File: config.mk
export PLATFORM = sky130hd
export DESIGN_NAME = bus_bridge_io
export DESIGN_NICKNAME = d
export VERILOG_FILES = /design/src/rtl/bus_bridge_io_pkg.sv /design/src/rtl/bus_bridge_io_seg7_scan.sv /design/src/rtl/bus_bridge_io.sv
export SDC_FILE = /design/constraint.sdc
export NUM_CORES = 1
export LEC_CHECK = 0
export CORE_UTILIZATION = 30
export CTS_CLUSTER_DIAMETER = 60
export DETAILED_ROUTE_END_ITERATION = 6
export PLACE_DENSITY_LB_ADDON = 0.12
export SYNTH_ARGS = -nofsm -noshare
export SYNTH_HDL_FRONTEND = slang
export SYNTH_SLANG_ARGS = --single-unit
File: constraint.sdc
create_clock -name clk -period 3.9 [get_ports clk]
set_input_delay 0.78 -clock clk [delete_from_list [all_inputs] [get_ports clk]]
set_output_delay 0.78 -clock clk [all_outputs]
set_load 0.03 [all_outputs]
File: src/rtl/bus_bridge_io_pkg.sv
// Shared I/O address map, decode result type and the 7-segment glyph table.
// Latency: none (types and pure functions only); backpressure: n/a.
package bus_bridge_io_pkg;

    localparam logic [19:0] IO_PAGE    = 20'hFFFFF;
    localparam logic [11:0] ADDR_SEG   = 12'h000;
    localparam logic [11:0] ADDR_TIMER = 12'h020;
    localparam logic [11:0] ADDR_LED   = 12'h060;
    localparam logic [11:0] ADDR_SW    = 12'h070;
    localparam logic [11:0] ADDR_BTN   = 12'h078;

    typedef enum logic [2:0] {
        SEL_DRAM,
        SEL_SEG,
        SEL_TIMER,
        SEL_LED,
        SEL_SW,
        SEL_BTN,
        SEL_NONE
    } io_sel_e;

    function automatic io_sel_e addr_decode(input logic [31:0] addr);
        io_sel_e sel;
        if (addr[31:12] != IO_PAGE) begin
            sel = SEL_DRAM;
        end else begin
            case (addr[11:0])
                ADDR_SEG:   sel = SEL_SEG;
                ADDR_TIMER: sel = SEL_TIMER;
                ADDR_LED:   sel = SEL_LED;
                ADDR_SW:    sel = SEL_SW;
                ADDR_BTN:   sel = SEL_BTN;
                default:    sel = SEL_NONE;
            endcase
        end
        return sel;
    endfunction

    // Active-low {dp,g,f,e,d,c,b,a}; dp bit is always 1 (off).
    function automatic logic [7:0] hex_to_seg(input logic [3:0] nib);
        logic [7:0] cx;
        case (nib)
            4'h0: cx = 8'hC0;
            4'h1: cx = 8'hF9;
            4'h2: cx = 8'hA4;
            4'h3: cx = 8'hB0;
            4'h4: cx = 8'h99;
            4'h5: cx = 8'h92;
            4'h6: cx = 8'h82;
            4'h7: cx = 8'hF8;
            4'h8: cx = 8'h80;
            4'h9: cx = 8'h90;
            4'hA: cx = 8'h88;
            4'hB: cx = 8'h83;
            4'hC: cx = 8'hC6;
            4'hD: cx = 8'hA1;
            4'hE: cx = 8'h86;
            default: cx = 8'h8E;
        endcase
        return cx;
    endfunction

endpackage

File: src/rtl/bus_bridge_io_seg7_scan.sv
// Multiplexed 8-digit 7-segment driver: scan counter, digit index and hex decode.
// Latency: a new value shows on the lit digit in the same cycle; backpressure: none.
module seg7_scan #(
    parameter int unsigned SCAN_DIV = 20000
) (
    input  logic        clk,
    input  logic        rst_n,
    input  logic [31:0] value,
    output logic [7:0]  an,
    output logic [7:0]  cx
);
    import bus_bridge_io_pkg::*;

    localparam int unsigned CW = (SCAN_DIV > 1) ? $clog2(SCAN_DIV) : 1;

    logic [CW-1:0] scan_cnt_q, scan_cnt_d;
    logic [2:0]    idx_q, idx_d;
    logic          scan_wrap;

    always_comb begin
        scan_wrap  = (scan_cnt_q == CW'(SCAN_DIV - 1));
        scan_cnt_d = scan_wrap ? '0 : scan_cnt_q + 1'b1;
        idx_d      = scan_wrap ? idx_q + 3'd1 : idx_q;
    end

    always_ff @(posedge clk or negedge rst_n) begin
        if (!rst_n) begin
            scan_cnt_q <= '0;
            idx_q      <= '0;
        end else begin
            scan_cnt_q <= scan_cnt_d;
            idx_q      <= idx_d;
        end
    end

    // Segments decode straight from the live value so a write is seen without waiting for a scan step.
    always_comb begin
        an = ~(8'b1 << idx_q);
        cx = hex_to_seg(value[{idx_q, 2'b00} +: 4]);
    end

endmodule

File: src/rtl/bus_bridge_io.sv
// MEM-stage bus bridge: address decode to DRAM or I/O registers, same-cycle read mux, timer, input syncs.
// Latency: reads combinational, writes visible after one edge; backpressure: none (bus never stalls).
module bus_bridge_io #(
    parameter int unsigned DRAM_AW  = 14,
    parameter int unsigned SCAN_DIV = 20000,
    parameter int unsigned TICK_DIV = 25
) (
    input  logic               clk,
    input  logic               rst_n,
    input  logic [31:0]        bus_addr,
    input  logic               bus_wen,
    input  logic [31:0]        bus_wdata,
    output logic [31:0]        bus_rdata,
    output logic [DRAM_AW-1:0] dram_addr,
    output logic               dram_wen,
    output logic [31:0]        dram_wdata,
    input  logic [31:0]        dram_rdata,
    input  logic [23:0]        sw_i,
    input  logic [4:0]         btn_i,
    output logic [23:0]        led_o,
    output logic [7:0]         seg_an_o,
    output logic [7:0]         seg_cx_o
);
    import bus_bridge_io_pkg::*;

    localparam int unsigned PW = (TICK_DIV > 1) ? $clog2(TICK_DIV) : 1;

    io_sel_e       sel;
    logic          io_page;
    logic          tick;

    logic [23:0]   led_q, led_d;
    logic [31:0]   seg_val_q, seg_val_d;
    logic [31:0]   timer_q, timer_d;
    logic [PW-1:0] presc_q, presc_d;
    logic [23:0]   sw_meta_q, sw_sync_q;
    logic [4:0]    btn_meta_q, btn_sync_q;

    always_comb begin
        sel        = addr_decode(bus_addr);
        io_page    = (bus_addr[31:12] == IO_PAGE);
        dram_addr  = bus_addr[DRAM_AW+1:2];
        dram_wen   = bus_wen & ~io_page;
        dram_wdata = bus_wdata;
    end

    always_comb begin
        led_d     = led_q;
        seg_val_d = seg_val_q;
        tick      = (presc_q == PW'(TICK_DIV - 1));
        presc_d   = tick ? '0 : presc_q + 1'b1;
        timer_d   = tick ? timer_q + 32'd1 : timer_q;
        if (bus_wen) begin
            case (sel)
                SEL_LED: led_d     = bus_wdata[23:0];
                SEL_SEG: seg_val_d = bus_wdata;
                // A CPU write overrides a tick landing on the same edge and restarts the prescale period.
                SEL_TIMER: begin
                    timer_d = bus_wdata;
                    presc_d = '0;
                end
                default: ;
            endcase
        end
    end

    always_ff @(posedge clk or negedge rst_n) begin
        if (!rst_n) begin
            led_q      <= '0;
            seg_val_q  <= '0;
            timer_q    <= '0;
            presc_q    <= '0;
            sw_meta_q  <= '0;
            sw_sync_q  <= '0;
            btn_meta_q <= '0;
            btn_sync_q <= '0;
        end else begin
            led_q      <= led_d;
            seg_val_q  <= seg_val_d;
            timer_q    <= timer_d;
            presc_q    <= presc_d;
            sw_meta_q  <= sw_i;
            sw_sync_q  <= sw_meta_q;
            btn_meta_q <= btn_i;
            btn_sync_q <= btn_meta_q;
        end
    end

    always_comb begin
        case (sel)
            SEL_DRAM:  bus_rdata = dram_rdata;
            SEL_SEG:   bus_rdata = seg_val_q;
            SEL_TIMER: bus_rdata = timer_q;
            SEL_LED:   bus_rdata = {8'h00, led_q};
            SEL_SW:    bus_rdata = {8'h00, sw_sync_q};
            SEL_BTN:   bus_rdata = {27'h0, btn_sync_q};
            default:   bus_rdata = 32'h0;
        endcase
    end

    assign led_o = led_q;

    seg7_scan #(
        .SCAN_DIV(SCAN_DIV)
    ) u_seg7_scan (
        .clk  (clk),
        .rst_n(rst_n),
        .value(seg_val_q),
        .an   (seg_an_o),
        .cx   (seg_cx_o)
    );

endmodule
==> results.json, run 1 <==
{
  "slew_viol_final": 0,
  "irDropWorstVdd_mv": 0.290,
  "worstHoldPathType": "flip-flop to flip-flop",
  "clock_tree.htree_level_count": 4,
  "fp.dieArea_sq_mm": 0.0286,
  "most_used_cells_in_the_layout_excluding_fill_and_tap_cells": "clkdlybuf4s50_1 (206), dfrtp_1 (168), mux2_2 (56), nor2_1 (55), buf_4 (40)",
  "holdBufCountCts": 0,
  "die_boundary_width_um": 169,
  "clock_sinks": 169,
  "route.detailed.drc": 0,
  "grt_max_degree": 69,
  "synth_edf_count": 0,
  "share_of_post_route_cells_with_drive_strength_above_1": 0.182,
  "achievable-frequency_ghz": 0.267,
  "synth_top_family_by_area": "multiplexers",
  "floorplan.initialDensity": 0.308,
  "gr-usage-all-layers": 0.181,
  "fp.coreArea_sq_mm": 0.0272,
  "critical_path_peak_fanout": 32,
  "critical_path_arrival_ns": 2.96,
  "maxSlewHeadroom": 0.310,
  "root_buffer": "clkbuf_16",
  "cts_setup_buffers": 0,
  "timing_worst_slew_pin_value_ns": 1.03,
  "ys_warn_count": 0,
  "antennaDiodeCount": 0,
  "max-clock-path-buffers": 2,
  "synthArstFlopShare": 1.00,
  "gp_congestion": 0.770,
  "std_cell_rows": 60,
  "synth_net_count": 857,
  "p_per_area_mw_per_mm2": 339,
  "tritoncts": "done",
  "worst_setup_path_end_kind": "output pin",
  "outcome": "finished, final reports clean",
  "grt-ovfl-total": 0,
  "synth-seq-cells": 169,
  "criticalPathCategory": "input pin to output pin",
  "avgViaCountPerCell": 4.86,
  "reported_leakage_power_nw": 5.18,
  "i_o_pin_count": 247,
  "synth_compound_gate_area_share": 0.0964,
  "setup-violations-final": 0,
  "clock_latency_ns": 0.43,
  "final_common_cell": "clkdlybuf4s50_1",
  "cap_violations": 0,
  "post-route-min-period_ns": 3.74,
  "placement.io_buffers": 245,
  "cts_inserted_buffers": 17,
  "grt_pass1_wl_um": 39000,
  "antenna_violation_net_count_after_detailed_routing": 0,
  "share_of_synthesized_area_spent_on_multiplexers": 0.140,
  "utilization_after_layout": 0.431,
  "clk_transition_reported_paths_ns": 0.06,
  "drt_pre_antenna_iters": 5,
  "grt_pass1_vias": 6628,
  "share_of_synthesized_cell_area_in_and_or_nand_and_nor_gates": 0.118,
  "crit_path_start_kind": "input pin",
  "drt_first_iter_violations": 296,
  "synth_seq_area_share": 0.505,
  "synthAdderAreaFrac": 0.0239,
  "finalCritPeriodShare": 0.959,
  "routed-via-count": 6344,
  "final.setup_skew_ns": 0.0118,
  "wl_cell_um": 19.1,
  "drt-total-wl_um": 25000,
  "fin_nets": 1065,
  "post_synth_inst_count": 713,
  "detailed_place_hpwl_um": 18400,
  "synth_area_per_cell_sq_um": 11.8,
  "antenna_violations_before_repair": 0,
  "synth_top_flop_cell": "dfrtp_1",
  "xor_xnor_share_of_the_synthesized_area": 0.0491,
  "finalSetupTns_ns": 0,
  "die_span_in_y_um": 169,
  "timing_hold_violations_final": 0,
  "fillers": 2668,
  "synth.distinct_cells": 50,
  "synthesis.area_sq_mm": 0.00838,
  "flow.area_growth_from_synthesis_pct": 39.9,
  "worst_ep_required_time_ns": 3.12,
  "rsz0062_at_grt": "no"
}
==> per-stage QoR <==
| step | power [mW] | setup WS [ns] | cell area (sq um) | cells | hold WS [ns] |
|---|---|---|---|---|---|
| 2_1_floorplan | 2.07 | 0.405 | 8380 | 713 | 0.331 |
| 3_3_place_gp | 2.33 | 0.154 | 11100 | 1274 | 0.332 |
| 3_5_place_dp | 2.34 | 0.125 | 11100 | 1274 | 0.335 |
| 4_1_cts | 4.02 | 0.115 | 11700 | 1306 | 0.349 |
| 5_1_grt | 4.13 | 0.0150 | 11700 | 1306 | 0.354 |
| 6_report | 3.97 | 0.159 | 11700 | 1306 | 0.347 |
==> sequential cells by signal, summed over array words and instances, names as in the netlist <==
register	count
timer_q	32
seg_val_q	32
led_o	24
u_seg7_scan.idx_q	3
sw_meta_q	24
btn_sync_q	5
u_seg7_scan.scan_cnt_q	15
btn_meta_q	5
presc_q	5
sw_sync_q	24
==> area by class of cell <==
| cell class | count | area, sq um | share of cell area |
|---|---|---|---|
| clock inverters | 12 | 130 | 0.0111 |
| well taps | 372 | 465 | 0.0397 |
| multi-input cells | 450 | 3580 | 0.306 |
| clock buffers | 20 | 447 | 0.0381 |
| flip-flops and latches | 169 | 4230 | 0.361 |
| inverters | 14 | 52.6 | 0.00448 |
| repair buffers | 269 | 2810 | 0.240 |
==> critical path, cell delays in order <==
cell and delay (ns):
clkdlybuf4s50_1 0.46, nand4_1 0.09, nor3_1 0.30, and2_1 0.22, buf_12 0.23, and3_1 0.23
buf_12 0.21, a221o_1 0.25, buf_12 0.13
==> timing repair <==
action / in CTS / in global routing
pin swaps: 0 / 0
setup endpoints to repair: 1 / 1
resized for setup: 1 / 1
==> cells in the mapped netlist, drive strengths merged, types with 2 or more instances <==
cell,count,area share
a21oi,32,0.019
a221o,28,0.033
a222oi,4,0.0048
a22o,26,0.027
a22oi,2,0.0018
a31oi,2,0.0015
and2,4,0.0030
and3,14,0.010
and4,2,0.0021
and4b,2,0.0024
buf,70,0.057
clkbuf,10,0.0045
dfrtp,169,0.50
ha,16,0.024
inv,14,0.0063
mux2,81,0.11
mux2i,8,0.0096
mux4,8,0.021
nand2,32,0.014
nand3,23,0.014
nand4,26,0.019
nand4b,2,0.0028
nor2,56,0.026
nor3,8,0.0075
nor4,7,0.0075
o21ai,8,0.0048
or4,2,0.0027
or4b,2,0.0024
xnor2,19,0.020
xor2,28,0.029
==> report_power, final <==
part,leakage (nW),internal (mW),switching [mW]
clock network,0.286,0.920,0.755
registers,2.18,1.80,0.0257
logic,2.72,0.251,0.224
total,5.18,2.97,1.01
==> final timing paths <==
kind                            depth (start not counted)                   end  slack [ns]         start
max in group asynchronous                               2  u_seg7_scan.idx_q[1]        2.50         rst_n
worst min register to register                          0          sw_sync_q[1]        0.35  sw_meta_q[1]
min in group asynchronous                               1          sw_meta_q[6]        0.36         rst_n
worst min-delay path                                    0          sw_sync_q[1]        0.35  sw_meta_q[1]
worst max-delay path                                    9         bus_rdata[20]        0.16  bus_addr[22]
worst max register to register                          7           timer_q[16]        1.34    presc_q[0]
==> kinds of logic after synthesis <==
group	Yosys count
mux	97
buf+inv	94
compound gates	106
flops	169
fa+ha+maj	16
simple gates	183
other cells	1
xor+xnor	47
==> layer usage <==
metal  GRT usage  vias to the layer above  part of all wire  wire length, um
met2       0.304                      182              0.49            12300
met1       0.239                     3179              0.44            11100
li1            -                     2971                 -                -
met4      0.0349                        0            0.0078              195
met5           0                        -                 0                0
met3      0.0417                       12             0.057             1420
Note: power is estimated with default switching activity, not from simulation.
==> run 2: changes to the inputs <==
--- a/config.mk
+++ b/config.mk
@@ -9,6 +9,7 @@
 export CTS_CLUSTER_DIAMETER = 60
 export DETAILED_ROUTE_END_ITERATION = 6
 export PLACE_DENSITY_LB_ADDON = 0.12
+export RECOVER_POWER = 100
 export SYNTH_ARGS = -nofsm -noshare
 export SYNTH_HDL_FRONTEND = slang
 export SYNTH_SLANG_ARGS = --single-unit
==> results.json, run 2 (same netlist as run 1, synthesis figures left out) <==
{
  "outcome": "finished, violations left",
  "failed_checks": "max-capacitance violations, max-slew violations",
  "worstPathBufferInverterCount": 4,
  "fp.coreArea_sq_mm": 0.0272,
  "path_delay_family": "buffers and inverters",
  "grt-ovfl-total": 0,
  "criticalPathCategory": "input pin to output pin",
  "intPower_mw": 2.93,
  "critical_path_arrival_ns": 2.97,
  "drt_pre_antenna_iters": 4,
  "setup-violations-final": 0,
  "flow.area_growth_from_synthesis_pct": 37.2,
  "grt_pass1_wl_um": 39000,
  "die_boundary_width_um": 169,
  "timing_hold_violations_final": 0,
  "post-route-min-period_ns": 3.75,
  "gp_congestion": 0.770,
  "path_cells": "clkdlybuf4s50_1 -> nand4_1 -> nor3_1 -> and2_1 -> buf_12 -> and3_1 -> buf_12 -> a221o_1 -> clkbuf_2",
  "antenna_violation_net_count_after_detailed_routing": 0,
  "cts_inserted_buffers": 17,
  "critical_path_peak_fanout": 32,
  "cap_violations": 2,
  "fin_total_pwr_mw": 3.94,
  "clock_latency_ns": 0.43,
  "crit_path_start_kind": "input pin",
  "grt_pass1_vias": 6628,
  "drt_first_iter_violations": 303,
  "power.net_switching_mw": 1.00,
  "routed-via-count": 6317,
  "timing_worst_slew_pin_value_ns": 1.71,
  "placement.io_buffers": 245,
  "critPathMaxStageDelay_ns": 0.46,
  "worst_setup_path_end_kind": "output pin",
  "critical_path.slowest_cell": "clkdlybuf4s50_1",
  "power.clock.fraction": 0.426,
  "uppermost_layer_routed": "met5",
  "clock_sinks": 169,
  "detailed_place_hpwl_um": 18400,
  "power.switching_fraction": 0.255,
  "top_regs": "seg_val_q: 32 flops, timer_q: 32 flops",
  "cts_setup_buffers": 0,
  "root_buffer": "clkbuf_16",
  "fin_nets": 1065,
  "gr-usage-all-layers": 0.181,
  "finalSetupTns_ns": 0,
  "wl_on_met1_um": 10900,
  "stdcell_area_sq_mm": 0.0115,
  "layout.area.seq_sq_mm": 0.00423,
  "irDropWorstVdd_mv": 0.291,
  "met2_wirelength_um": 12300,
  "placedInstanceArea_sq_mm": 0.0111,
  "clk_transition_reported_paths_ns": 0.06,
  "avgViaCountPerCell": 4.84,
  "met3WireLength_um": 1630,
  "final.setup_skew_ns": 0.0112,
  "rsz0062_at_grt": "no",
  "fp.dieArea_sq_mm": 0.0286,
  "drt-total-wl_um": 25000,
  "worstHoldPathType": "flip-flop to flip-flop",
  "slew_viol_final": 131,
  "i_o_pin_count": 247,
  "clock_tree.htree_level_count": 4,
  "antenna_violations_before_repair": 1,
  "p_per_area_mw_per_mm2": 342,
  "tritoncts": "done",
  "most_used_cells_in_the_layout_excluding_fill_and_tap_cells": "dfrtp_1 (168), dlygate4sd3_1 (108), clkdlybuf4s50_1 (98), mux2_2 (56), nor2_1 (55)",
  "reported_leakage_power_nw": 5.20,
  "grt_max_degree": 69,
  "seq_power_share": 0.463,
  "finalCritPeriodShare": 0.962,
  "maxSlewHeadroom": -0.137,
  "final_common_cell": "dfrtp_1",
  "max-clock-path-buffers": 2,
  "placed_cells_incl_taps": 1274,
  "route.detailed.drc": 0,
  "achievable-frequency_ghz": 0.266,
  "fillers": 2696,
  "die_span_in_y_um": 169,
  "worst_ep_required_time_ns": 3.12,
  "antennaDiodeCount": 0,
  "crit_top_cell": "buf_12",
  "share_of_post_route_cells_with_drive_strength_above_1": 0.179,
  "multiInputGateArea_sq_mm": 0.00358,
  "std_cell_rows": 60,
  "pwr-share-comb": 0.111,
  "utilization_after_layout": 0.423,
  "floorplan.initialDensity": 0.308,
  "layout.cells.non_filler": 1306,
  "wl_cell_um": 19.1
}
-- run 2: changes by cell type in the layout (fill, tap and decap cells not counted), sizes merged --
| cell | change |
|---|---|
| buf | -29 |
| clkdlybuf4s50 | -108 |
| dlygate4sd3 | +108 |
| clkbuf | +29 |
-- run 2: cell type report --
class,count,area share
Inverter,14,0.00457
Clock inverter,12,0.0113
Tap cell,372,0.0405
Clock buffer,20,0.0388
Timing Repair Buffer,269,0.226
Sequential cell,169,0.368
Multi-Input combinational cell,450,0.311
-- run 2: power by group through the flow --
| stage | registers, mW | logic, mW | clock network [mW] |
|---|---|---|---|
| 4_1_cts | 1.82 | 0.482 | 1.72 |
| 6_report | 1.82 | 0.436 | 1.68 |
| 5_1_grt | 1.83 | 0.476 | 1.79 |
| 3_5_place_dp | 1.86 | 0.481 | 0 |
| 3_3_place_gp | 1.85 | 0.480 | 0 |
| 2_1_floorplan | 1.85 | 0.217 | 0 |
-- run 2: per-layer routing --
metal	track usage	vias to the layer above
li1	-	2968
met1	0.239	3147
met2	0.304	185
met3	0.0417	15
met4	0.0349	2
met5	0	-
-- run 2: path summary, 6_finish.rpt --
kind                              start             to  slack (ns)  cells past startpoint
setup reg to reg             presc_q[0]    timer_q[16]        1.35                      7
setup / recovery           bus_addr[22]  bus_rdata[21]        0.15                      9
max in group asynchronous         rst_n    timer_q[25]        0.76                      2
min in group asynchronous         rst_n  sw_meta_q[10]        0.80                      1
hold reg to reg            sw_meta_q[1]   sw_sync_q[1]        0.35                      0
hold / removal             sw_meta_q[1]   sw_sync_q[1]        0.35                      0
-- run 2: per-stage QoR --
step / hold WS (ns) / setup WS (ns)
detailed placement: 0.335 / 0.125
CTS: 0.349 / 0.115
floorplan: 0.331 / 0.405
finish: 0.347 / 0.147
global placement: 0.332 / 0.154
global route: 0.354 / 0.00768
-- run 2: what timing repair did --
| item | CTS | global route |
|---|---|---|
| gates cloned | 0 | 0 |
| hold buffers | 0 | 0 |
| resized for setup | 1 | 1 |
| endpoints found under the setup margin | 1 | 1 |
| pin swaps | 0 | 0 |
==> run 3: changes to the inputs <==
--- a/config.mk
+++ b/config.mk
@@ -8,6 +8,7 @@
 export CORE_UTILIZATION = 30
 export CTS_CLUSTER_DIAMETER = 60
 export DETAILED_ROUTE_END_ITERATION = 6
+export MAX_ROUTING_LAYER = met4
 export PLACE_DENSITY_LB_ADDON = 0.12
 export RECOVER_POWER = 100
 export SYNTH_ARGS = -nofsm -noshare
==> results.json, run 3 (same netlist as run 1, synthesis figures left out) <==
{
  "cap_violations": 2,
  "worst_setup_path_end_kind": "output pin",
  "grt_pass1_vias": 6629,
  "drt_first_iter_violations": 285,
  "routed-via-count": 6314,
  "hold-worst-slack_ns": 0.347,
  "setup-violations-final": 0,
  "dpl_worst_slack_ns": 0.125,
  "p_per_area_mw_per_mm2": 342,
  "met1_usage": 0.240,
  "outcome": "finished, violations left",
  "irDropWorstVdd_mv": 0.291,
  "placement.io_buffers": 245,
  "grt-ovfl-total": 0,
  "stdcell_area_sq_mm": 0.0115,
  "slew_viol_final": 131,
  "grt_pass1_wl_um": 39000,
  "post-route-min-period_ns": 3.76,
  "fillers": 2695,
  "max-clock-path-buffers": 2,
  "floorplan.initialDensity": 0.308,
  "i_o_pin_count": 247,
  "crit_path_start_kind": "input pin",
  "timing_hold_violations_final": 0,
  "holdCritStartpoint": "sw_meta_q[1]",
  "avgViaCountPerCell": 4.83,
  "worst_ep_required_time_ns": 3.12,
  "top_regs": "seg_val_q: 32 flops, timer_q: 32 flops",
  "fin_nets": 1065,
  "die_boundary_width_um": 169,
  "drt_pre_antenna_iters": 4,
  "clk_transition_reported_paths_ns": 0.06,
  "drt-total-wl_um": 25000,
  "cts_inserted_buffers": 17,
  "maxSlewHeadroom": -0.133,
  "reported_leakage_power_nw": 5.20,
  "clock_tree.htree_level_count": 4,
  "placedInstanceArea_sq_mm": 0.0111,
  "setup_ws_ns": 0.135,
  "timing_worst_slew_pin_value_ns": 1.70,
  "grt_util_met3": 0.0380,
  "failed_checks": "max-capacitance violations, max-slew violations",
  "grt-busiest-layer": "met2",
  "gp_congestion": 0.781,
  "critical_path_arrival_ns": 2.98,
  "criticalPathCategory": "input pin to output pin",
  "grt.met2_usage": 0.305,
  "finalCritPeriodShare": 0.965,
  "detailed_place_hpwl_um": 18400,
  "tritoncts": "done",
  "critical_path_peak_fanout": 32,
  "share_of_post_route_cells_with_drive_strength_above_1": 0.179,
  "worstHoldPathType": "flip-flop to flip-flop",
  "root_buffer": "clkbuf_16",
  "rsz0062_at_grt": "no",
  "cts_setup_buffers": 0,
  "fp.coreArea_sq_mm": 0.0272,
  "route.detailed.drc": 0,
  "crit-reg2reg-launch": "presc_q[0]",
  "wl_cell_um": 19.1,
  "die_span_in_y_um": 169,
  "flow.area_growth_from_synthesis_pct": 37.2,
  "final.setup_skew_ns": 0.0135,
  "clock_latency_ns": 0.42,
  "fp.dieArea_sq_mm": 0.0286,
  "final_common_cell": "dfrtp_1",
  "clock_sinks": 169,
  "grt_max_degree": 69,
  "holdBufCountCts": 0,
  "gr-usage-all-layers": 0.186,
  "most_used_cells_in_the_layout_excluding_fill_and_tap_cells": "dfrtp_1 (168), dlygate4sd3_1 (108), clkdlybuf4s50_1 (98), mux2_2 (56), nor2_1 (55)",
  "antenna_violation_net_count_after_detailed_routing": 0,
  "crit_path_from": "bus_addr[22]",
  "finalSetupTns_ns": 0,
  "utilization_after_layout": 0.423,
  "std_cell_rows": 60,
  "antenna_violations_before_repair": 1,
  "cts-resized-gates": 1,
  "achievable-frequency_ghz": 0.266
}
-- run 3: cell types whose count changed in the layout (fill, tap and decap cells not counted) --
cell,change
diode_2,+1
-- run 3: layout make-up --
cell class | instances | area [sq um] | area share
repair buffers | 269 | 2590 | 0.226
flip-flops and latches | 169 | 4230 | 0.368
diodes | 1 | 2.50 | 0.000218
inverters | 14 | 52.6 | 0.00457
clock inverters | 12 | 130 | 0.0113
multi-input cells | 450 | 3580 | 0.311
clock buffers | 20 | 447 | 0.0388
well taps | 372 | 465 | 0.0405
-- run 3: routing by layer --
metal	vias to the layer above	routed length, um
li1	2974	-
met5	-	0
met4	0	147
met1	3164	11100
met3	7	1240
met2	169	12500
-- run 3: per-stage QoR --
| step | power (mW) | std cells |
|---|---|---|
| after floorplan | 2.07 | 713 |
| after global placement | 2.33 | 1274 |
| after detailed placement | 2.34 | 1274 |
| after CTS | 4.02 | 1306 |
| after global routing | 4.09 | 1307 |
| final | 3.93 | 1307 |
-- run 3: power breakdown --
part	total, mW	internal, mW	switching [mW]	leakage, nW
sequential	1.82	1.80	0.0255	2.18
combinational	0.437	0.216	0.221	2.73
clock	1.67	0.921	0.749	0.286
-- run 3: final timing paths --
path / to / cells past startpoint / slack [ns]
setup / recovery: bus_rdata[21] / 9 / 0.14
hold / removal: sw_sync_q[1] / 0 / 0.35
setup reg to reg: timer_q[16] / 7 / 1.35
hold reg to reg: sw_sync_q[1] / 0 / 0.35
max in group asynchronous: timer_q[30] / 2 / 0.74
min in group asynchronous: sw_meta_q[10] / 1 / 0.80
-- run 3: critical path: stages --
cell,delay [ns]
clkdlybuf4s50_1,0.46
nand4_1,0.09
nor3_1,0.30
and2_1,0.22
buf_12,0.23
and3_1,0.23
buf_12,0.21
a221o_1,0.20
clkbuf_2,0.21
